### config.mk
export PLATFORM = sky130hd
export DESIGN_NAME = framebuffer_arbiter
export DESIGN_NICKNAME = d
export VERILOG_FILES = /design/src/rtl/framebuffer_arbiter.sv
export SDC_FILE = /design/constraint.sdc
export NUM_CORES = 1
export LEC_CHECK = 0
export CORE_ASPECT_RATIO = 0.6
export CORE_MARGIN = 1.5
export CORE_UTILIZATION = 30
export CTS_BUF_LIST = sky130_fd_sc_hd__clkbuf_2
export DETAILED_ROUTE_END_ITERATION = 10
export PLACE_DENSITY_LB_ADDON = 0.15
export SLEW_MARGIN = 15
export SYNTH_ARGS = -nofsm -noshare
export SYNTH_HDL_FRONTEND = slang
export SYNTH_SLANG_ARGS = --single-unit
### constraint.sdc
create_clock -name clk_pixel -period 3.4 [get_ports clk_pixel]
set_input_delay 0.68 -clock clk_pixel [delete_from_list [all_inputs] [get_ports clk_pixel]]
set_output_delay 0.68 -clock clk_pixel [all_outputs]
set_load 0.02 [all_outputs]
### src/rtl/framebuffer_arbiter.sv
// framebuffer_arbiter
//   Shares one single-port, synchronous-read framebuffer RAM between the PPU
//   pixel writer and the HDMI scanout line fetcher. Two banks: the PPU fills
//   the back bank while scanout reads the front bank. Banks swap at scanout
//   vsync once the PPU has reported a finished frame. Scanout wins
//   arbitration, but a waiting write is let through after MAX_READ_BURST
//   consecutive reads.
//
// Handshake (both request ports): a transfer happens on a cycle where
//   valid && ready. ready is combinational from valid and arbiter state.
//   While valid && !ready the requester holds addr/data stable. ready never
//   asserts without valid.
//
// Ports:
//   clk_pixel, reset        pixel clock, async active-high reset
//   wr_valid/ready/addr/data PPU write into the back bank
//   frame_done               one-cycle pulse, PPU finished a frame
//   rd_valid/ready/addr      scanout read from the front bank
//   rd_data_valid, rd_data   read return, one cycle after the read grant
//   scan_vsync               one-cycle pulse at start of scanout vblank
//   ram_addr/we/wdata/rdata  RAM port, {bank, pixel}; rdata latency 1
//   front_bank               bank currently scanned out
//   swap_pending             finished frame waiting for vsync
module framebuffer_arbiter #(
  parameter int FB_DEPTH       = 23040,
  parameter int ADDR_WIDTH     = 15,
  parameter int PIXEL_WIDTH    = 2,
  parameter int MAX_READ_BURST = 4
) (
  input  logic                   clk_pixel,
  input  logic                   reset,
  input  logic                   wr_valid,
  output logic                   wr_ready,
  input  logic [ADDR_WIDTH-1:0]  wr_addr,
  input  logic [PIXEL_WIDTH-1:0] wr_data,
  input  logic                   frame_done,
  input  logic                   rd_valid,
  output logic                   rd_ready,
  input  logic [ADDR_WIDTH-1:0]  rd_addr,
  output logic                   rd_data_valid,
  output logic [PIXEL_WIDTH-1:0] rd_data,
  input  logic                   scan_vsync,
  output logic [ADDR_WIDTH:0]    ram_addr,
  output logic                   ram_we,
  output logic [PIXEL_WIDTH-1:0] ram_wdata,
  input  logic [PIXEL_WIDTH-1:0] ram_rdata,
  output logic                   front_bank,
  output logic                   swap_pending
);

  localparam int                      STARVE_WIDTH = $clog2(MAX_READ_BURST + 1);
  localparam logic [STARVE_WIDTH-1:0] STARVE_MAX   = STARVE_WIDTH'(MAX_READ_BURST);
  localparam logic [ADDR_WIDTH:0]     DEPTH_LIMIT  = (ADDR_WIDTH + 1)'(FB_DEPTH);

  logic [STARVE_WIDTH-1:0] starve_q;
  logic [STARVE_WIDTH-1:0] starve_d;
  logic                    wr_eligible;
  logic                    rd_grant;
  logic                    wr_grant;
  logic                    wr_in_range;
  logic                    rd_in_range;
  logic                    rd_oor_q;
  logic [PIXEL_WIDTH-1:0]  rd_data_q;

  assign wr_in_range = {1'b0, wr_addr} < DEPTH_LIMIT;
  assign rd_in_range = {1'b0, rd_addr} < DEPTH_LIMIT;

  // Arbitration, starvation accounting and RAM drive.
  always_comb begin
    // A pending swap freezes the back bank so the finished frame survives
    // until scanout picks it up.
    wr_eligible = wr_valid && !swap_pending;
    rd_grant    = 1'b0;
    wr_grant    = 1'b0;
    if (!reset) begin
      if (rd_valid && !(wr_eligible && (starve_q == STARVE_MAX))) begin
        rd_grant = 1'b1;
      end else if (wr_eligible) begin
        wr_grant = 1'b1;
      end
    end

    // Counts reads granted over a waiting write; any cycle without a
    // waiting write, or a write grant, restarts the count.
    starve_d = starve_q;
    if (wr_grant || !wr_eligible) begin
      starve_d = '0;
    end else if (rd_grant && (starve_q != STARVE_MAX)) begin
      starve_d = starve_q + 1'b1;
    end

    ram_addr  = '0;
    ram_we    = 1'b0;
    ram_wdata = '0;
    if (rd_grant) begin
      ram_addr = {front_bank, rd_addr};
    end else if (wr_grant) begin
      ram_addr  = {~front_bank, wr_addr};
      ram_wdata = wr_data;
      // Out-of-range writes still handshake; the data is simply dropped.
      ram_we    = wr_in_range;
    end
  end

  assign wr_ready = wr_grant;
  assign rd_ready = rd_grant;

  // ram_rdata lines up with rd_data_valid; outside that cycle the last
  // returned pixel is held.
  always_comb begin
    rd_data = rd_data_q;
    if (rd_data_valid) begin
      rd_data = rd_oor_q ? '0 : ram_rdata;
    end
  end

  always_ff @(posedge clk_pixel or posedge reset) begin
    if (reset) begin
      starve_q      <= '0;
      rd_data_valid <= 1'b0;
      rd_oor_q      <= 1'b0;
      rd_data_q     <= '0;
      front_bank    <= 1'b0;
      swap_pending  <= 1'b0;
    end else begin
      starve_q      <= starve_d;
      rd_data_valid <= rd_grant;
      if (rd_grant) begin
        rd_oor_q <= !rd_in_range;
      end
      if (rd_data_valid) begin
        rd_data_q <= rd_data;
      end
      // A frame finishing on the vsync edge itself swaps straight away.
      if (scan_vsync && (swap_pending || frame_done)) begin
        front_bank   <= ~front_bank;
        swap_pending <= 1'b0;
      end else if (frame_done && !swap_pending) begin
        swap_pending <= 1'b1;
      end
    end
  end

endmodule
After elaboration in Yosys (flattened, before gate mapping)
Index checks and enable logic that the tools add are counted.
- reductions and logical operators: 14
- multiplexer cells: 17
- magnitude comparators: 2
- eq/ne operators: 2
- $add $sub $neg: 1
- bitwise logic cells: 1
- operators by type and width (operator ; count):
    16-bit two-way mux ; 2
    15-bit < comparator (second input constant) ; 2
    1-bit two-way mux ; 9
    2-bit two-way mux ; 4
    1-bit logical AND ; 6
    3-bit two-way mux ; 2
    1-bit zero test ; 4
    2-bit nonzero test ; 2
    3-bit by 1-bit adder with 3-bit output (second input constant) ; 1
    3-bit == test (second input constant) ; 1
    3-bit != test (second input constant) ; 1
    1-bit logical OR ; 2
    1-bit inverter ; 1
- input bits: 40
- output and inout port bits: 26
- register bits: 9

Depth between registers and ports, before layout
Gate-level depths: netlist (run 1).
- depth after elaboration: 10
- depth in mapped cells: 7
- depth with buffers taken out: 5

Least setup slack after synthesis (run 1)
OpenSTA, ideal clock, no wires.
- path type: input to output
- start point: input port wr_valid
- end point: output port ram_addr[10]
- buffers on the path: 2
- stages: 5
- data arrival time: 1485 ps
- slack: 1235 ps
- cell sequence: nand2b_4 o21a_1 buf_6 buf_6 a22o_1
- elaborated cells between the ends (all ways): 11
- those cells by class: mux: 7; reduce/logical: 4
- RTL lines (element ; line ; text):
    start: declaration ; 32 ; input logic wr_valid,
    1-bit logical AND ; 72 ; wr_eligible = wr_valid && !swap_pending;
    1-bit logical AND ; 76 ; if (rd_valid && !(wr_eligible && (starve_q == STARVE_MAX))) begin
    1-bit zero test ; 76 ;
    1-bit logical AND ; 76 ;
    1-bit two-way mux ; 76 ;
    1-bit two-way mux ; 75 ; if (!reset) begin
    named net rd_ready ; 38 ; output logic rd_ready,
    16-bit two-way mux ; 95 ; if (rd_grant) begin
    end: declaration ; 43 ; output logic [ADDR_WIDTH:0] ram_addr,
The timed path passes the listed nets, and every way through them passes these cells.

Worst setup path after layout (run 1)
- start point: input port rd_valid
- end point: output port ram_addr[15]
- cells in the longest elaborated chain, start to end: 5
- elaborated cells between the ends (all ways): 7
- those cells by class: mux: 6; reduce/logical: 1
- RTL lines (element ; line ; text):
    start: declaration ; 37 ; input logic rd_valid,
    1-bit logical AND (*) ; 76 ;
    1-bit two-way mux ; 76 ;
    1-bit two-way mux ; 75 ;
    16-bit two-way mux ; 97 ; end else if (wr_grant) begin
    16-bit two-way mux (*) ; 95 ;
Mark *: on every way between the ends. The rest lies on a longest branch, timed or not.

==> results of run 1 <==
registers in the layout, indices dropped and copies added (netlist names):
name / flops
rd_data_q: 2
swap_pending: 1
starve_q: 3
front_bank: 1
rd_oor_q: 1
rd_data_valid: 1
area by class of cell:
cell class	instances	area, um^2
Sequential cell	9	225
Tap cell	28	35.0
Timing Repair Buffer	67	691
Inverter	5	18.8
Fill cell	153	573
Multi-Input combinational cell	52	389
Clock buffer	4	20.0
worst reg2reg max path, stage by stage (launching register included):
cell and delay, ns:
dfrtp_1 0.41, inv_1 0.09, ha_1 0.20, nand2_1 0.07, o21a_1 0.20, buf_12 0.16
mux2i_1 0.11
path summary, 6_finish.rpt:
path                                               from                        to  cells past startpoint
max in group asynchronous                         reset   starve_q[0]$_DFFE_PP0P_                      2
worst min register to register     rd_oor_q$_DFFE_PP0P_  rd_data_q[0]$_DFFE_PP0P_                      1
min in group asynchronous                         reset   starve_q[2]$_DFFE_PP0P_                      2
worst max register to register  starve_q[0]$_DFFE_PP0P_      rd_oor_q$_DFFE_PP0P_                      6
worst max-delay path                           rd_valid              ram_addr[15]                      6
worst min-delay path               rd_oor_q$_DFFE_PP0P_  rd_data_q[0]$_DFFE_PP0P_                      1
cell usage in the layout (no fill, tap or decap), drive strengths merged, types with 3 or more instances in the layout:
| master | instances |
|---|---|
| nand2 | 4 |
| dfrtp | 9 |
| a21oi | 3 |
| clkbuf | 4 |
| inv | 5 |
| clkdlybuf4s50 | 65 |
| a22o | 15 |
| and2 | 3 |
| o21ai | 4 |
report_power, final:
group / internal [uW] / leakage [uW] / switching (uW)
logic: 113 / 0.000431 / 77.4
registers: 120 / 0.000117 / 11.1
clock network: 31.3 / 0.0000166 / 33.9
Yosys cell counts, drive strengths merged, types with 2 or more instances:
cell type	instances	area (um^2)
nand2	4	15.0
ha	2	25.0
o22ai	2	12.5
buf	4	32.5
dfrtp	9	225
nand3	2	10.0
a22o	15	131
nor2b	2	12.5
inv	5	18.8
a21oi	3	15.0
and2	3	18.8
o211a	2	20.0
o21ai	4	20.0
nor2	2	7.51
a31o	2	17.5
stage by stage:
| stage | utilization [%] | instance area, um^2 | total power [uW] | cells |
|---|---|---|---|---|
| after floorplan | - | 661 | 215 | 70 |
| after global placement | 69.6 | 1360 | 320 | 161 |
| after detailed placement | 69.6 | 1360 | 324 | 161 |
| after CTS | 70.6 | 1380 | 392 | 165 |
| after global routing | 70.6 | 1380 | 409 | 165 |
| final | 70.6 | 1380 | 387 | 165 |
metal layers:
layer | part of all wire, % | global-route usage (%)
met4 | 1.2 | 3.80
met3 | 8.7 | 6.90
met1 | 38 | 19.0
met5 | 0 | 0
met2 | 52 | 33.2
cells by family (layout without fill, tap and decap cells):
family / Yosys count / count (layout)
and+or+nand+nor: 17 / 17
adders and majority gates: 2 / 2
buffers and inverters: 9 / 76
DFF: 9 / 9
AOI/OAI and AO/OA: 30 / 30
muxes: 2 / 2
xor gates and xnor gates: 1 / 1
==> out/results.ini, run 1 <==
[clocking]
cts.path.max_buffers=2
root_buffer=clkbuf_2
cts_max_level=1
cts_buffers=3
clkLatencyLatePin_ns=0.24
cts_tree=yes
cts.sinks=9
cts-resized-gates=0
holdBufCountCts=0
postCtsSetupRepairBufs=0
clkTransAtPathRegs_ns=0.08

[grt]
antenna_found_initial=0
track_usage_pct=17.4
grt_pass1_wl_um=3330
grt_max_degree=21
grt_pass1_vias=796
grt_overflow_total=0

[sta]
setup_viol=0
setup_tns_ns=0
fin_skew_ns=0.00141
hold-worst-slack_ns=0.507
max_slew_margin_pct=73.0
period_minus_slack_ns=3.18
setup_slack_ns=0.219
fin_crit_sh_pct=93.5
clock.fmax_mhz=314
finalMaxSlewViolations=0
finalHoldViolCount=0
tightest_slew_ns=0.405
rsz0062_at_grt=false

[routing]
num_vias=822
dr.pass1.iters=4
drtAntennaViolNets=0
drtIter0Drc=26
finalWirelength_um=2170
routedWlPerCell_um=13.2
vias_per_cell=4.98
route.detailed.drc=0

[placed_design]
io_buffers=65
pre_cts_ws_ns=0.236
place_congestion=0.789
place_hpwl_um=1780

[synthesis]
synthXorXnorAreaFrac_pct=1.33
synth_edf_count=0
netlist_instances=70
avgSynthCellArea_um2=9.44
synthAdderAreaFrac_pct=3.79
ys_ff_latch=9
ys_warn_count=0
syn-num-nets=112
muxShareOfSynthArea_pct=3.22
synth_top_family_by_area=compound AO/OA/AOI/OAI gates
netlist_area_um2=661
synth_compound_area_share_pct=35.0
synth_cell_type_count=25
ys_async_sr_fraction_pct=100
ys_seq_area_share_pct=34.1
ys.flop_type=dfrtp_1
synthSimpleGateAreaFrac_pct=14.8

[worst_setup_path]
rrSetupSlack_ns=2.07
crit_family=buffers and inverters
critPathBufInv=3
path_common_cell=clkdlybuf4s50_1
worstSetupEndpointType=output pin
path_max_fanout=20
crit_required_ns=2.72
startpoint_type=input pin
cpPeakStageDelay_ns=0.54
cp_slowest_cell=clkdlybuf4s50_1
cp_cell_sequence=clkdlybuf4s50_1 -> a21boi_1 -> nor3_2 -> buf_12 -> mux2_2 -> clkdlybuf4s50_1
setup.worst_path.class=in -> out
cp.arrival_ns=2.50

[floorplan]
io_pins=66
fp.dieH_um=39.4
floorplan.rows=12
initial_core_util_pct=33.8
chipWidth_um=63.6
die_area_um2=2500
core_um2=1950

[cells_and_area]
layout.nets=180
layout-drive-gt1-share_pct=8.03
syn_to_final_growth_pct=109
n_antenna_cell=0

[flow_run]
cap_viol_max_count=0

[worst_hold_path]
hold_path_class=reg -> reg

[pwr]
p_leak_uw=0.000565
p_per_area_nw_per_um2=281
peakVddDrop_uv=257

[outcome]
status=completed

Note: power is estimated with default switching activity, not from simulation.
==> run 2, diff against run 1 <==
Settings changed: CTS_BUF_LIST sky130_fd_sc_hd__clkbuf_2 to sky130_fd_sc_hd__clkbuf_8, CTS_CLUSTER_DIAMETER set to 100.
==> run 2 against run 1 <==
Net effect:
- worst hold slack worse by 0.0053 ns
- combinational power about the same
- sequential share of layout area shrank 0.29 points
- first-iteration DRC count is 12% higher
- core utilization up 1.3 points
- fmax shrank 0.76%
- largest cell class unchanged
==> out/results.ini, run 2 (synthesis gave the netlist of run 1 again) <==
[sta]
period_minus_slack_ns=3.21  ; +0.0245 ns
fin_skew_ns=0.00153  ; +0.000115 ns
hold-worst-slack_ns=0.502  ; -0.00533 ns
setup_viol=0  ; unchanged
setup_slack_ns=0.195  ; -0.0245 ns
finalMaxSlewViolations=0  ; unchanged
clock.fmax_mhz=312  ; -0.76%
rsz0062_at_grt=false
max_slew_margin_pct=72.8  ; -0.20 points
tightest_slew_ns=0.408  ; +0.00293 ns
setup_tns_ns=0  ; unchanged
fin_crit_sh_pct=94.3  ; +0.72 points
finalHoldViolCount=0  ; unchanged

[worst_hold_path]
hold_path_class=reg -> reg

[cells_and_area]
final_cell_mix=clkdlybuf4s50_1, a22o_1, dfrtp_1
layout.nets=180  ; unchanged
n_antenna_cell=0  ; unchanged
final_common_cell=clkdlybuf4s50_1
layout-drive-gt1-share_pct=7.30  ; -0.73 points
syn_to_final_growth_pct=113
largest_register=starve_q
largest_reg_flops=3  ; unchanged
reg_top3=starve_q: 3 flops, rd_data_q: 2 flops

[clocking]
clkTransAtPathRegs_ns=0.04  ; -0.04 ns
clkLatencyLatePin_ns=0.24  ; about the same
cts.path.max_buffers=2  ; unchanged
cts-resized-gates=0  ; unchanged
root_buffer=clkbuf_8
cts_max_level=1  ; unchanged
holdBufCountCts=0  ; unchanged
postCtsSetupRepairBufs=0  ; unchanged
cts_buffers=3  ; unchanged
cts_tree=yes
cts.sinks=9  ; unchanged

[routing]
num_vias=819  ; -0.36%
wl_met3_um=177  ; -5.9%
drtAntennaViolNets=0  ; unchanged
route.detailed.drc=0  ; unchanged
finalWirelength_um=2230  ; +2.6%
top_layer=met4
vias_per_cell=4.96  ; -0.36%
route.met2.wl_um=1160  ; +2.3%
wl_met1_um=851  ; +3.2%
drtIter0Drc=29  ; +12%
dr.pass1.iters=4  ; unchanged
routedWlPerCell_um=13.5  ; +2.6%

[worst_setup_path]
path_max_fanout=20  ; unchanged
worstSetupEndpointType=output pin
crit_required_ns=2.72  ; about the same
cp.arrival_ns=2.53  ; +0.03 ns
setup.worst_path.class=in -> out
startpoint_type=input pin

[pwr]
peakVddDrop_uv=247  ; -3.9%
p_leak_uw=0.000575  ; +1.8%
p_per_area_nw_per_um2=317  ; +13%
finalPower_uw=445  ; +15%

[grt]
track_usage_pct=18.3  ; +0.85 points
grt_overflow_total=0  ; unchanged
grt_pass1_vias=820  ; +3.0%
grt_max_degree=21  ; unchanged
grt_pass1_wl_um=3400  ; +2.3%
antenna_found_initial=0  ; unchanged

[placed_design]
place_hpwl_um=1780  ; unchanged
io_buffers=65  ; unchanged
pre_cts_ws_ns=0.236  ; unchanged
place_congestion=0.789  ; unchanged

[floorplan]
die_area_um2=2500  ; unchanged
core_um2=1950  ; unchanged
io_pins=66  ; unchanged
chipWidth_um=63.6  ; unchanged
initial_core_util_pct=33.8  ; unchanged
floorplan.rows=12  ; unchanged
fp.dieH_um=39.4  ; unchanged

[flow_run]
cap_viol_max_count=0  ; unchanged

[outcome]
status=completed

==> run 2: cell types whose count changed in the layout (fill, tap and decap cells not counted), sizes merged <==
cell / before / now
clkbuf: 4 / 3
inv: 5 / 6
==> run 2: stage by stage <==
| stage | instances | instance area (um^2) | util [%] |
|---|---|---|---|
| global placement | 161 | 1360 | 69.6 |
| floorplan | 70 | 661 | - |
| finish | 165 | 1400 | 71.9 |
| CTS | 165 | 1400 | 71.9 |
| global route | 165 | 1400 | 71.9 |
| detailed placement | 161 | 1360 | 69.6 |
==> run 2: metal layers <==
layer | GRT usage (%) | vias to the layer above
li1 | - | 396
met1 | 18.6 | 378
met2 | 33.9 | 41
met3 | 7.18 | 4
met4 | 9.78 | 0
met5 | 0 | -
==> run 2: final timing paths <==
path                                         start  slack (ns)                        to  depth (start not counted)
setup reg to reg           starve_q[0]$_DFFE_PP0P_        2.08      rd_oor_q$_DFFE_PP0P_                          6
max in group asynchronous                    reset        2.22   starve_q[0]$_DFFE_PP0P_                          2
min in group asynchronous                    reset        0.89   starve_q[2]$_DFFE_PP0P_                          2
setup / recovery                          rd_valid        0.19              ram_addr[15]                          6
hold reg to reg               rd_oor_q$_DFFE_PP0P_        0.50  rd_data_q[0]$_DFFE_PP0P_                          1
hold / removal                rd_oor_q$_DFFE_PP0P_        0.50  rd_data_q[0]$_DFFE_PP0P_                          1
==> run 2: critical path, stage by stage <==
cell and delay (ns):
clkdlybuf4s50_1 0.49, a21boi_1 0.31, nor3_2 0.09, buf_12 0.16
mux2_2 0.26, clkdlybuf4s50_1 0.54
==> run 2: cell type report <==
class	count	area (um^2)
fillers	150	548
repair buffers	67	691
inverters	5	18.8
clock buffers	3	41.3
well taps	28	35.0
multi-input cells	52	389
clock inverters	1	3.75
flip-flops and latches	9	225
==> run 2: power breakdown <==
group          internal (uW)  switching [uW]
Combinational            113            77.7
Sequential               121            11.2
Clock                   78.7            43.2
